**config.mk**
```make
export PLATFORM = sky130hd
export DESIGN_NAME = y86_mem_loader
export DESIGN_NICKNAME = d
export VERILOG_FILES = /design/src/rtl/y86_mem_loader.sv
export SDC_FILE = /design/constraint.sdc
export NUM_CORES = 1
export LEC_CHECK = 0
export BUFFER_PORTS_ARGS = -buffer_cell sky130_fd_sc_hd__buf_4
export CAP_MARGIN = 10
export CORE_UTILIZATION = 35
export DETAILED_ROUTE_END_ITERATION = 16
export GPL_ROUTABILITY_DRIVEN = 0
export SYNTH_ARGS = -nofsm -noshare
export SYNTH_HDL_FRONTEND = slang
export SYNTH_SLANG_ARGS = --single-unit
export TNS_END_PERCENT = 100
```
**constraint.sdc**
```tcl
create_clock -name clk -period 3.5 [get_ports clk]
set_clock_uncertainty 0.1 [all_clocks]
set_input_delay 0.35 -clock clk [delete_from_list [all_inputs] [get_ports clk]]
set_output_delay 0.35 -clock clk [all_outputs]
set_load 0.02 [all_outputs]
```
**src/rtl/y86_mem_loader.sv**
```systemverilog
// y86_mem_loader: framed byte-stream loader that writes CPU memory and holds the CPU in reset until an end frame; define Y86_LOADER_CHECKSUM_EN for per-frame XOR checksums
module y86_mem_loader #(
    parameter int ADDR_W = 16
) (
    input  logic              clk,
    input  logic              rst,
    input  logic              in_valid,
    input  logic [7:0]        in_data,
    output logic              in_ready,
    output logic              mem_we,
    output logic [ADDR_W-1:0] mem_addr,
    output logic [7:0]        mem_wdata,
    output logic              cpu_hold,
    output logic              done,
    output logic              err
);
    typedef enum logic [3:0] {IDLE, ADDR0, ADDR1, LEN0, LEN1, DATA, CSUM, DONE, ERR} state_t;
    state_t state, state_n;
    logic [ADDR_W-1:0] addr;
    logic [15:0] len, len_in;
    logic [7:0] lo;
    logic acc;
`ifdef Y86_LOADER_CHECKSUM_EN
    localparam state_t END_NEXT = CSUM;
    localparam state_t DATA_NEXT = CSUM;
    logic [7:0] csum;
    logic is_end;
`else
    localparam state_t END_NEXT = DONE;
    localparam state_t DATA_NEXT = IDLE;
`endif
    assign len_in = {in_data, lo};
    assign in_ready = state != DONE && state != ERR;
    assign acc = in_valid && in_ready;
    assign cpu_hold = state != DONE;
    assign done = state == DONE;
    assign err = state == ERR;
    // frame parser next-state decode, advancing only on accepted bytes
    always_comb begin
        state_n = state;
        if (acc) begin
            case (state)
                IDLE:  state_n = in_data == 8'h86 ? ADDR0 : ERR;
                ADDR0: state_n = ADDR1;
                ADDR1: state_n = LEN0;
                LEN0:  state_n = LEN1;
                LEN1:  state_n = len_in != 16'd0 ? DATA : END_NEXT;
                DATA:  state_n = len == 16'd1 ? DATA_NEXT : DATA;
`ifdef Y86_LOADER_CHECKSUM_EN
                CSUM:  state_n = in_data != csum ? ERR : is_end ? DONE : IDLE;
`endif
                default: state_n = state;
            endcase
        end
    end
    // state, header capture and one-cycle registered write per data byte
    always_ff @(posedge clk) begin
        if (rst) begin
            state <= IDLE;
            mem_we <= 1'b0;
            mem_addr <= '0;
            mem_wdata <= 8'd0;
            addr <= '0;
            len <= 16'd0;
            lo <= 8'd0;
        end else begin
            state <= state_n;
            mem_we <= acc && state == DATA;
            if (acc) begin
                case (state)
                    ADDR0, LEN0: lo <= in_data;
                    ADDR1: addr <= ADDR_W'({in_data, lo});
                    LEN1: len <= len_in;
                    DATA: begin
                        mem_addr <= addr;
                        mem_wdata <= in_data;
                        addr <= addr + ADDR_W'(1);
                        len <= len - 16'd1;
                    end
                    default: ;
                endcase
            end
        end
    end
`ifdef Y86_LOADER_CHECKSUM_EN
    // running XOR of the bytes after the magic byte, and whether this frame is the end frame
    always_ff @(posedge clk) begin
        if (rst) begin
            csum <= 8'd0;
            is_end <= 1'b0;
        end else if (acc) begin
            if (state == IDLE) csum <= 8'd0;
            else if (state != CSUM) csum <= csum ^ in_data;
            if (state == LEN1) is_end <= len_in == 16'd0;
        end
    end
`endif
endmodule

```
==> out/metrics.cfg, run 1 <==
[synth]
syn_nets=469
synth_edf_count=0
yosysUniqueCellTypes=56
synth_area_per_cell_um2=7.639
synth_largest_area_cell=dfxtp_1
netlist.area_leader.share=0.3974
yosysWarnings=0
synth-seq-cells=69
synth-async-reset-ratio=0
yosys_most_used_dff=dfxtp_1
syn_area_um2=3476
syn_inst=455
seq_area_frac_synth=0.3974
synthTopCellsByArea=dfxtp_1 (40%), nand2_1 (9.7%), a21oi_1 (9.2%)

[finish]
antenna_cells=0
final_common_cell=nand2_1
layout-drive-gt1-share=0.1438
layout_common_cells=nand2_1 (90), dfxtp_1 (69), a21oi_1 (64)
final_cells=613
nets=489
area_growth_pct=17.13

[setup_path]
worstPathCellList=and3b_1 > o21a_1 > o221ai_1 > a221oi_1
path_class=reg2reg
critPathSlowestCell=dfxtp_1
arrival_ns=2.64
rrSetupSlack_ns=1.02
crit_path_end_kind=flip-flop
reg2reg_to=addr[12]
crit_path_max_fanout=22
critical_path.max_stage_delay_ns=0.77
ff2ff_path_depth=4
regToRegStartpoint=state[0]
startpoint_type=flip-flop
required_ns=3.67

[timing]
period_share=0.7082
hold_viol_final=0
min_period_ns=2.479
slew_viol_final=0
slew_headroom=0.3807
fmax_mhz=403.4
setup_viol=0
rsz0062_at_grt=false
tns_ns=0
tightest_slew_ns=0.9263

[global_routing]
grt-ovfl-total=0
grt_pass1_vias=2996
grt_max_degree=52
grt_pass1_wl_um=15560
grtUsageTotal=0.1970
antenna_found_initial=0

[die]
die_w_um=101.7
die_h_um=101.7
fp.coreArea_um2=9684
start_util=0.3589
rows=36
io_pins=40
dieArea_um2=10330

[routing]
wl_per_cell_um=15.83
dr_total_vias=3437
firstDrtPassIters=5
via_per_inst=5.607
wl_um=9706
postRouteAntennaNets=0
drcViolationCount=0
drtIter0Drc=366

[hold_path]
min-delay-start=in_data[5]
min_to=lo[5]
hold_path_depth=3
min_path_type=in2reg

[clocking]
h-tree-depth=3
clock-sinks=69
cts-buffers-inserted=9
clk_path_buf_depth=2
postCtsHoldBufs=0
cts_tree=done
cts_resized=0
clk_pin_slew_ns=0.08
postCtsSetupBuffers=0
cts-root-buf=clkbuf_8
insertion_delay_ns=0.36

[place]
place_hpwl_um=6620
portBuffers=39
placedCellCount=597

[power_and_ir_drop]
peakVddDrop_mv=0.1462
power.leakage_uw=0.001453
power_density_nw_per_um2=388.0

[job]
maxCapViolCount=0

[status]
status=finished clean

[kinds of logic after synthesis]
logic type | after synthesis | share of synthesized area
AND/OR/NAND/NOR | 198 | 0.2873
AO/OA/AOI/OAI | 140 | 0.2520
flip-flops | 69 | 0.3974
buffers and inverters | 43 | 0.04679
adder cells (fa/ha/maj) | 3 | 0.01080
multiplexers | 2 | 0.005760
[registers in the layout (all words and copies together) (netlist names)]
name / cells
mem_we: 1
lo: 8
addr: 16
len: 16
state: 4
mem_addr: 16
mem_wdata: 8
[synth_stat cells (all sizes together) (3+ instances only)]
master,n
nand2,90
dfxtp,69
a21oi,64
clkbuf,33
o21ai,24
nor2,18
nor4,12
and2,11
nand3,10
nor3,10
inv,8
nand4,8
or4,7
a211oi,6
nor2b,6
or3,5
a32o,4
nor3b,4
o32ai,4
a22oi,3
a311oi,3
and3,3
ha,3
o211ai,3
o21a,3
o221ai,3
o22ai,3
o311a,3
o31a,3
[worst max-delay path by stage]
stage               slack, ns  endpoint      from  cells after the start
floorplan                1.35   len[14]    len[7]                      4
global placement         1.17  addr[12]  state[0]                      4
detailed placement       1.08  addr[12]  state[0]                      4
CTS                      1.05  addr[12]  state[0]                      4
global route             0.83  addr[12]  state[1]                      4
finish                   1.02  addr[12]  state[0]                      4
[critical path, delay by kind of cell, from the launching register on]
family	cells	cell delay, ns
AO/OA/AOI/OAI	3	1.25
flip-flops	1	0.77
AND/OR/NAND/NOR	1	0.27
[final cells by class]
cell class	count	area, um^2
Clock buffer	11	151.4
Sequential cell	69	1381
Multi-Input combinational cell	343	1953
Tap cell	133	166.4
Clock inverter	5	58.81
Fill cell	999	5613
Inverter	8	30.03
Timing Repair Buffer	44	330.3
[where the power goes]
group          internal (uW)  switching, uW
logic                   37.4           56.2
clock network            367            308
registers                792           18.5
[per-layer routing]
layer | global-route usage | share of wire | vias up
li1 | - | - | 1702
met1 | 0.2717 | 0.48 | 1622
met2 | 0.3004 | 0.47 | 99
met3 | 0.03796 | 0.042 | 14
met4 | 0.08027 | 0.018 | 0
met5 | 0 | 0 | -
[per-stage QoR]
stage | hold WS (ns) | worst slack, ns | area (um^2) | total power (uW) | util
floorplan | 0.3397 | 1.347 | 3476 | 879.7 | -
global placement | 0.3421 | 1.175 | 3861 | 919.6 | 0.3987
detailed placement | 0.3478 | 1.083 | 3861 | 921.4 | 0.3987
CTS | 0.1518 | 1.054 | 4071 | 1601 | 0.4204
global route | 0.1674 | 0.8278 | 4071 | 1649 | 0.4204
finish | 0.1679 | 1.021 | 4071 | 1580 | 0.4204
Power figures use the tool's default switching activity.
==> inputs of run 2 (changes only) <==
clock period = 2.41 ns   (was 3.5 ns; I/O delays follow)
==> out/metrics.cfg, run 2 (synthesized netlist as in run 1, its figures left out) <==
[status]
status=finished clean

[timing]
setup_viol=0
fmax_mhz=445.6
slew_headroom=0.5536
hold_slack_ns=0.06665
tns_ns=0
period_share=0.9312
hold_viol_final=0
tightest_slew_ns=0.6651
rsz0062_at_grt=false
min_period_ns=2.244
slew_viol_final=0

[routing]
drcViolationCount=0
wl_um=9605
wl_per_cell_um=15.42
via_per_inst=5.586
drtIter0Drc=291
dr_total_vias=3480
postRouteAntennaNets=0
firstDrtPassIters=4

[global_routing]
grt_max_degree=50
grt_pass1_vias=3046
antenna_found_initial=0
grt_pass1_wl_um=15390
grt-ovfl-total=0
grtUsageTotal=0.1933

[setup_path]
rrSetupSlack_ns=0.17
path_class=reg2reg
crit_path_max_fanout=7
regToRegStartpoint=len[7]
arrival_ns=2.38
reg2reg_to=len[14]
startpoint_type=flip-flop
required_ns=2.54
ff2ff_path_depth=4
cp-startpoint=len[7]
crit_path_end_kind=flip-flop

[die]
rows=36
io_pins=40
start_util=0.3589
dieArea_um2=10330
die_h_um=101.7
die_w_um=101.7
fp.coreArea_um2=9684

[clocking]
cts_resized=0
h-tree-depth=3
clk_path_buf_depth=2
clock-sinks=69
cts_tree=done
insertion_delay_ns=0.35
clk_pin_slew_ns=0.08
postCtsHoldBufs=0
postCtsSetupBuffers=0
cts-root-buf=clkbuf_8
cts-buffers-inserted=9

[finish]
final_common_cell=nand2_1
antenna_cells=0
area_growth_pct=19.44
nets=499
reg_top3=addr: 16 flops, len: 16 flops, mem_addr: 16 flops
layout-drive-gt1-share=0.1633
fillerInstances=982
layout_common_cells=nand2_1 (90), dfxtp_1 (69), a21oi_1 (64)
finish.instance_area_um2=4151

[power_and_ir_drop]
power.leakage_uw=0.001500
power_density_nw_per_um2=553.7
peakVddDrop_mv=0.3084

[job]
maxCapViolCount=0

[hold_path]
min_path_type=in2reg
hold_path_depth=3
min-delay-start=in_data[5]
min_to=mem_wdata[5]

[place]
place_hpwl_um=6689
portBuffers=39
dpl_cell_area_um2=3936

[run 2: changes by cell type in the layout (fill, tap and decap cells not counted)]
| cell | previous run | this run |
|---|---|---|
| nor4_2 | 0 | 1 |
| inv_6 | 0 | 1 |
| buf_4 | 44 | 54 |
| clkbuf_8 | 11 | 10 |
| nor4_1 | 12 | 11 |
| clkinv_2 | 1 | 0 |
| clkinv_4 | 1 | 2 |
[run 2: worst max path at each step]
stage	end	slack, ns	cells after the start
finish	len[14]	0.17	4
global route	len[12]	0.06	6
CTS	len[12]	0.16	6
detailed placement	len[12]	0.18	6
global placement	len[14]	0.21	4
floorplan	len[14]	0.26	4
[run 2: per-layer routing]
layer / GRT usage / share of wire / up-vias
met3: 0.03313 / 0.033 / 17
met2: 0.3098 / 0.48 / 81
met4: 0.07804 / 0.023 / 0
li1: - / - / 1730
met1: 0.2572 / 0.47 / 1652
met5: 0 / 0 / -
[run 2: final cells by class]
type                       count  area [um^2]  share of cell area
multi-input combinational    343         1959              0.4720
clock inverter                 6        71.32             0.01718
clock buffer                  10        137.6             0.03315
sequential                    69         1381              0.3327
inverter                       8        30.03            0.007233
timing repair buffer          54        405.4             0.09765
tap                          133        166.4             0.04008
[run 2: worst max-delay path: stages, from the launching register on]
cell     delay [ns]
dfxtp_1        0.36
or4_4          0.55
or4_4          0.45
o311a_1        0.30
or3_1          0.35
[run 2: through the flow]
step / total power, uW / util / cells / setup slack [ns]
5_1_grt: 2391 / 0.4287 / 623 / 0.05750
4_1_cts: 2320 / 0.4280 / 623 / 0.1640
3_5_place_dp: 1343 / 0.4065 / 607 / 0.1781
2_1_floorplan: 1278 / - / 455 / 0.2565
3_3_place_gp: 1341 / 0.4065 / 607 / 0.2112
6_report: 2299 / 0.4287 / 623 / 0.1658
[run 2: where the power goes]
group | internal [uW] | total [uW] | switching (uW)
sequential | 1150 | 1170 | 21.9
clock | 513 | 982 | 469
combinational | 57.9 | 145 | 86.9
total | 1720 | 2300 | 578
==> inputs of run 3 (changes only) <==
CTS_BUF_LIST = sky130_fd_sc_hd__clkbuf_4   (was default)
SETUP_SLACK_MARGIN = 0.5   (was default)
==> out/metrics.cfg, run 3 (synthesized netlist as in run 1, its figures left out) <==
[status]
status=finished clean

[clocking]
clk_pin_slew_ns=0.12
clk_path_buf_depth=2
cts-buffers-inserted=9
h-tree-depth=3
clock-sinks=69
insertion_delay_ns=0.43
cts_tree=done
cts-root-buf=clkbuf_4

[finish]
final_util=0.4532
area_growth_pct=26.28
nets=511
layout-drive-gt1-share=0.2236
layout_common_cells=nand2_1 (90), a21oi_1 (63), dfxtp_1 (56), buf_4 (56), o21ai_0 (23)
final_common_cell=nand2_1
antenna_cells=0
finish.instance_area_um2=4389
reg_top3=addr: 16 flops, len: 16 flops, mem_addr: 16 flops

[global_routing]
grt_max_degree=62
grt-ovfl-total=0
antenna_found_initial=0
grt_pass1_vias=3260
grtUsageTotal=0.1979
grt_pass1_wl_um=15930

[place]
dpl_cell_area_um2=3953
place_hpwl_um=6734
portBuffers=39

[power_and_ir_drop]
power.leakage_uw=0.001579
pwr-share-seq=0.488
p_sw_uw=555.2
power_density_nw_per_um2=547.4
p_comb_frac=0.069
switching_share=0.2311
peakVddDrop_mv=0.2754
p_int_uw=1847
p_clk_frac=0.443

[timing]
tns_ns=0
fmax_mhz=460.3
hold_viol_final=0
rsz0062_at_grt=true
min_period_ns=2.172
period_share=0.9014
slew_viol_final=0
slew_headroom=0.5521
tightest_slew_ns=0.6718
setup_viol=0

[setup_path]
startpoint_type=flip-flop
required_ns=2.63
path_class=reg2reg
crit_path_end_kind=flip-flop
worstPathCellList=or4_4 > or4_4 > o311a_1 > or3_1
crit_top_cell=or4_4
crit_path_max_fanout=5
arrival_ns=2.39
critical_path.max_stage_delay_ns=0.52
critPathSlowestCell=or4_4

[routing]
postRouteAntennaNets=0
drcViolationCount=0
firstDrtPassIters=5
dr_total_vias=3556
wl_per_cell_um=15.99
via_per_inst=5.609
wl_um=10140
drtIter0Drc=284

[die]
rows=36
fp.coreArea_um2=9684
start_util=0.3589
io_pins=40
dieArea_um2=10330
die_w_um=101.7
die_h_um=101.7

[job]
maxCapViolCount=0

[hold_path]
min_path_type=in2reg

run 3: cell count changes in the layout (fill, tap and decap cells not counted), sizes merged:
| cell | before | now |
|---|---|---|
| clkinv | 2 | 1 |
| buf | 54 | 58 |
| bufinv | 1 | 4 |
| clkinvlp | 2 | 1 |
| inv | 9 | 8 |
| dlygate4sd3 | 0 | 8 |
| clkbuf | 10 | 9 |
run 3: power groups by stage:
stage          registers, uW  clock network, uW  logic [uW]
2_1_floorplan           1180                  0        93.9
3_3_place_gp            1200                  0         146
3_5_place_dp            1200                  0         146
4_1_cts                 1170               1080         159
5_1_grt                 1180               1130         179
6_report                1170               1060         166
run 3: path summary, 6_finish.rpt:
check / slack (ns) / startpoint / to / cells past startpoint
worst min-delay path: 0.03 / in_data[1] / mem_wdata[1] / 3
worst min register to register: 0.36 / mem_addr[13] / mem_addr[13] / 2
worst max register to register: 0.24 / len[8] / len[14] / 4
worst max-delay path: 0.24 / len[8] / len[14] / 4
run 3: cell type report:
| cell class | instances | area, um^2 |
|---|---|---|
| fill | 936 | 5295 |
| multi-input combinational | 343 | 2052 |
| sequential | 69 | 1405 |
| timing repair buffer | 66 | 531.8 |
| tap | 133 | 166.4 |
| clock inverter | 6 | 136.4 |
| clock buffer | 9 | 67.56 |
| inverter | 8 | 30.03 |
run 3: routing by layer:
metal / track usage / wire length (um) / up-vias / share of wire
met5: 0 / 0 / - / 0
met4: 0.09922 / 262 / 0 / 0.026
met3: 0.03175 / 410 / 21 / 0.040
met2: 0.3061 / 4706 / 122 / 0.46
met1: 0.2662 / 4761 / 1664 / 0.47
li1: - / - / 1749 / -
run 3: what timing repair did:
item                                    in CTS  in global routing
pin swaps                                    2                  1
hold endpoints to repair                    12                  0
hold buffers                                 8                  0
gates resized for setup                     16                 18
endpoints found under the setup margin      12                 15
setup buffers                                5                  0
run 3: through the flow:
step                power [uW]  worst slack [ns]  hold slack [ns]  instances
floorplan                 1277            0.2706           0.2770        455
detailed placement        1343            0.2257           0.3481        606
finish                    2403            0.2377          0.02534        634
global route              2483            0.1927          0.01345        634
global placement          1342            0.2260           0.3439        606
CTS                       2409            0.2399         0.005823        634
run 3: worst max-delay path, delay by kind of cell, from the launching register on:
kind | cells | cell delay, ns
AND/OR/NAND/NOR | 3 | 1.31
flip-flops | 1 | 0.36
AO/OA/AOI/OAI | 1 | 0.29
